$ cat src/rtl/fixedpoint_pkg.sv
// Shared types and constants for the signed fixed-point MAC path.
package fixedpoint_pkg;

  // Product format from the multiplier: signed Q7.1
  localparam int DATA_W    = 8;
  localparam int FRAC_BITS = 1;

  // Default accumulator width: signed Q11.1
  localparam int ACC_W     = 12;

  typedef enum logic [0:0] {
    ST_ACCUM = 1'b0,
    ST_HOLD  = 1'b1
  } state_t;

  localparam logic [DATA_W-1:0] SAT_MAX = 8'h7F;
  localparam logic [DATA_W-1:0] SAT_MIN = 8'h80;

endpackage

$ cat src/rtl/fixedpoint_sat.sv
// Combinational saturation of a wide signed value to the product width.
// Also usable by the multiplier's output stage.
module fixedpoint_sat
  import fixedpoint_pkg::*;
#(
  parameter int IN_W = ACC_W
) (
  input  logic [IN_W-1:0]   in_val,
  output logic [DATA_W-1:0] sat_val,
  output logic              ovf
);

  // The value fits in DATA_W bits exactly when every bit from the target
  // sign position upward is a copy of the sign.
  logic [IN_W-DATA_W:0] upper;

  assign upper = in_val[IN_W-1:DATA_W-1];

  // Clamp to the nearest representable extreme when the upper bits disagree.
  always_comb begin
    ovf     = !((&upper) || (~|upper));
    sat_val = in_val[DATA_W-1:0];
    if (ovf) begin
      sat_val = in_val[IN_W-1] ? SAT_MIN : SAT_MAX;
    end
  end

endmodule

$ cat src/rtl/fixedpoint_s_acc.sv
// Frame accumulator for signed Q7.1 products.
//
//   state    | meaning
//   ---------+-----------------------------------------------------------
//   ST_ACCUM | accepting products, summing into acc, counting the frame
//   ST_HOLD  | frame result presented on out_*, waiting for out_ready
//
// The accumulator is sized so a full frame cannot wrap as long as
// FRAME_LEN <= 2**(ACC_W-DATA_W).
module fixedpoint_s_acc #(
  parameter int DATA_W    = 8,
  parameter int ACC_W     = 12,
  parameter int FRAME_LEN = 4,
  parameter int CNT_W     = 4
) (
  input  logic              clk,
  input  logic              rst_n,
  input  logic              clr,
  input  logic              in_valid,
  output logic              in_ready,
  input  logic [DATA_W-1:0] in_data,
  output logic              out_valid,
  input  logic              out_ready,
  output logic [ACC_W-1:0]  out_sum,
  output logic [DATA_W-1:0] out_sat,
  output logic              out_ovf
);

  fixedpoint_pkg::state_t state, state_nxt;

  logic [ACC_W-1:0]  acc;
  logic [CNT_W-1:0]  cnt;
  logic [ACC_W-1:0]  sum_nxt;
  logic [DATA_W-1:0] sat_nxt;
  logic              ovf_nxt;
  logic              accept;
  logic              last_beat;

  assign sum_nxt   = acc + {{(ACC_W-DATA_W){in_data[DATA_W-1]}}, in_data};
  assign accept    = in_valid && in_ready;
  assign last_beat = (cnt == CNT_W'(FRAME_LEN - 1));

  // Saturate the running sum including the current beat; only latched on
  // the last beat of a frame.
  fixedpoint_sat #(
    .IN_W (ACC_W)
  ) u_sat (
    .in_val  (sum_nxt),
    .sat_val (sat_nxt),
    .ovf     (ovf_nxt)
  );

  // State register with synchronous active-low reset.
  always_ff @(posedge clk) begin
    if (!rst_n) begin
      state <= fixedpoint_pkg::ST_ACCUM;
    end else begin
      state <= state_nxt;
    end
  end

  // Next-state and handshake decode; clr in ACCUM discards the beat.
  always_comb begin
    state_nxt = state;
    in_ready  = 1'b0;
    out_valid = 1'b0;
    case (state)
      fixedpoint_pkg::ST_ACCUM: begin
        in_ready = 1'b1;
        if (accept && !clr && last_beat) begin
          state_nxt = fixedpoint_pkg::ST_HOLD;
        end
      end
      fixedpoint_pkg::ST_HOLD: begin
        out_valid = 1'b1;
        if (out_ready) begin
          state_nxt = fixedpoint_pkg::ST_ACCUM;
        end
      end
      default: state_nxt = fixedpoint_pkg::ST_ACCUM;
    endcase
  end

  // Accumulator, frame counter and result registers. Results only change
  // on the closing beat, so they stay stable throughout HOLD.
  always_ff @(posedge clk) begin
    if (!rst_n) begin
      acc     <= '0;
      cnt     <= '0;
      out_sum <= '0;
      out_sat <= '0;
      out_ovf <= 1'b0;
    end else if (state == fixedpoint_pkg::ST_ACCUM) begin
      if (clr) begin
        acc <= '0;
        cnt <= '0;
      end else if (accept) begin
        if (last_beat) begin
          acc     <= '0;
          cnt     <= '0;
          out_sum <= sum_nxt;
          out_sat <= sat_nxt;
          out_ovf <= ovf_nxt;
        end else begin
          acc <= sum_nxt;
          cnt <= cnt + CNT_W'(1);
        end
      end
    end
  end

endmodule

$ cat config.mk
export PLATFORM = sky130hd
export DESIGN_NAME = fixedpoint_s_acc
export DESIGN_NICKNAME = d
export VERILOG_FILES = /design/src/rtl/fixedpoint_pkg.sv /design/src/rtl/fixedpoint_sat.sv /design/src/rtl/fixedpoint_s_acc.sv
export SDC_FILE = /design/constraint.sdc
export NUM_CORES = 1
export LEC_CHECK = 0
export CAP_MARGIN = 40
export CELL_PAD_IN_SITES_DETAIL_PLACEMENT = 0
export CELL_PAD_IN_SITES_GLOBAL_PLACEMENT = 1
export CORE_MARGIN = 2
export CORE_UTILIZATION = 42
export CTS_CLUSTER_SIZE = 28
export DETAILED_ROUTE_END_ITERATION = 12
export PLACE_DENSITY_LB_ADDON = 0.1
export SYNTH_ARGS = -nofsm -noshare
export SYNTH_HDL_FRONTEND = slang
export SYNTH_SLANG_ARGS = --single-unit
$ cat constraint.sdc
create_clock -name clk -period 4.2 [get_ports clk]
set_clock_uncertainty 0.15 [all_clocks]
set_input_delay 0.42 -clock clk [delete_from_list [all_inputs] [get_ports clk]]
set_output_delay 0.42 -clock clk [all_outputs]
set_load 0.05 [all_outputs]
==> run metrics <==
post-synthesis compound-gate area fraction 0.257; Flop pwr share 0.478; fmax 328 MHz; GR peak layer met2; Min-Delay Path Depth 2; CP Cell Sequence clkdlybuf4s50_1, ha_1, fa_1, a21oi_1, nand4b_1, a211oi_2, nor4_2, nor3b_4, o31ai_4, o21ai_0, a21o_1; worst-path fanout max 4; CTS buffer count 5; slew margin rel. 0.542; Final Max Slew Viols 0; pwr dens 297 nW/um^2; multiplexer area fraction after synthesis 0; Gate power share 0.177; P_leak 0.971 nW; CP peak stage delay 0.43 ns; met1 GRT Util 0.250; H-tree level count 2; Post-DP HPWL 3500 um; hold path startpoint out_sum[6]; overflow left after global routing 0; Unique masters post-synth 47; post-synthesis xor/xnor area fraction 0.0293; crit path launch type primary input; power share of the clock group 0.346; standard-cell rows 25; MaxCap Viol Count 0; GR Util met2 0.325; worst r2r src acc[0]; Max Buffers Root-to-Sink 2; Seq/Total Area, Yosys 0.364; WL/cell 14.1 um; total power 0.000774 W; CTS tree yes; hold buffers post-CTS 0; Worst Tran Pin Value 0.682 ns; global-route wire length before repair 8240 um; Setup TNS Final 0 ns; fin crit period 3.05 ns; Reg2Reg Depth 10; Reg-to-Reg End out_ovf; Most used DFF post-synth dfxtp_1; Fin. Hold Viols 0; Post-CTS Setup Inserts 0; Fillers 489; Peak VDD IR 0.120 mV; Worst Hold Class reg2reg; Die ar. 5560 sq um; number of global-route vias before repair 1732; Net Sw Frac 0.286; Clk Latency, worst-skew pair 0.29 ns; WL final 4950 um; share of cells above drive strength 1 0.0775; switching power 0.000221 W; Worst Setup End Kind flop; status complete, no violations; NumNets Final 309; initial core utilization 0.440; Die X 74.6 um; final setup fails 0; GRT Total Usage 0.196; GR Util met3 0.0488; drc violations 0; number of buffer cells added on primary ports 35; ANT cells 0; r2r setup slk 1.41 ns; RSZ-0062 raised after global routing false; Final Cycle Share 0.726; via-per-instance ratio 5.33; Synth Area in Adders 0.0813; largest net degree at the start of global routing 40; Synth Area in Simple Gates 0.230; cells resized by post-CTS repair 0; Arr. time, crit path 3.10 ns; commonest non-fill, non-tap cell in the layout dfxtp_1; core outline area 4750 sq um; most frequent cells in the layout 38 x dfxtp_1, 35 x clkdlybuf4s50_1, 31 x nand2_1; clock sink total 38; DR vias 1871; largest family of logic cells by synthesized area compound AO/OA/AOI/OAI gates; Buffers & Inverters on Critical Path 1; Clk pin slew, worst setup/hold paths 0.08 ns; fraction of registers with async set/reset 0; Iter 0 DRT Violations 98; Worst path depth 11; IO Pins 36; Routed Antenna Nets 0; Post-Synthesis Cell Area 2090 sq um; Post-Syn Nets 273; Cells after Synth 247; CP top delay family compound AO/OA/AOI/OAI gates; Crit Path Class in2reg; Post-synth EDFFs 0; Area growth, synth to finish 24.5%; root buffer cell clkbuf_8; average cell area after synthesis 8.47 sq um; Slowest-stage cell, CP fa_1; DRT Pass-1 Iters 4; Synth Warn # 0; internal power 0.000553 W; FF+latch count, synth 38; WP data required 4.25 ns; RePlAce Congestion 0.836; initial antenna violation count 0; Worst Hold Path EP out_sum[6]; DIE HEIGHT 74.6 um
==> per-stage QoR <==
stage	cells	utilization	instance area, sq um	hold slack [ns]	setup WS (ns)
detailed placement	343	0.528	2510	0.309	0.871
CTS	351	0.548	2600	0.320	1.18
global placement	343	0.528	2510	0.305	0.945
global route	351	0.548	2600	0.343	0.995
floorplan	247	-	2090	0.327	1.50
finish	351	0.548	2600	0.318	1.15
==> power by group through the flow <==
stage	clock, W	sequential, W	combinational [W]
final	0.000267	0.000370	0.000137
after global placement	0	0.000378	0.000137
after global routing	0.000291	0.000371	0.000152
after detailed placement	0	0.000378	0.000137
after floorplan	0	0.000378	0.0000982
after CTS	0.000278	0.000370	0.000138
==> worst min-delay path: cells and delay by family, from the launching register on <==
kind | cells | cell delay, ns
AOI/OAI and AO/OA | 1 | 0.06
DFF | 1 | 0.31
and+or+nand+nor | 1 | 0.05
==> worst max path at each step <==
stage,startpoint,end,slack (ns)
after CTS,in_data[0],out_ovf,1.18
after global placement,in_data[0],out_ovf,0.94
final,in_data[0],out_ovf,1.15
after global routing,in_data[7],out_sat[4],1.0
after detailed placement,in_data[0],out_ovf,0.87
after floorplan,in_data[0],out_ovf,1.50
==> area by class of cell <==
cell class | instances | area (sq um) | area share
inverter | 11 | 41.3 | 0.0159
tap | 67 | 83.8 | 0.0322
timing repair buffer | 38 | 373 | 0.143
clock buffer | 6 | 82.6 | 0.0317
clock inverter | 2 | 12.5 | 0.00481
multi-input combinational | 189 | 1250 | 0.480
sequential | 38 | 761 | 0.292
==> flip-flops by register name, summed over array words and instances, names as in the netlist <==
signal and count:
acc 12, cnt 4, out_ovf 1, out_sat 8, out_sum 12, state 1
==> logic make-up (layout without fill, tap and decap cells) <==
| group | count (synthesis) | count (layout) |
|---|---|---|
| buffers and inverters | 20 | 57 |
| and+or+nand+nor | 92 | 92 |
| adders and majority gates | 13 | 13 |
| xor gates and xnor gates | 7 | 7 |
| DFF | 38 | 38 |
| AOI/OAI and AO/OA | 77 | 77 |
==> layer usage <==
layer | wire length, um | up-vias
met4 | 65 | 0
met5 | 0 | -
met2 | 2320 | 43
met1 | 2330 | 871
met3 | 233 | 7
li1 | - | 950
==> cell usage after synthesis, types with 2 or more instances <==
cell      number  area, sq um
inv_1         11         41.3
a211oi_2       2         25.0
nand2_1       31          116
buf_2          2         10.0
nor3_1         5         25.0
clkbuf_1       6         22.5
and2_1        15         93.8
a21oi_1        9         45.0
nor2b_1        8         50.1
nor2_1        16         60.1
nand3_1        5         25.0
xor2_1         3         26.3
dfxtp_1       38          761
nand4_1        2         12.5
o211ai_1       3         22.5
a21boi_0       6         45.0
a22oi_1        7         52.6
a31oi_1        9         56.3
o21ai_1        9         45.0
o21ai_0       19         95.1
ha_1          12          150
xnor2_1        4         35.0
Note: power is estimated with default switching activity, not from simulation.
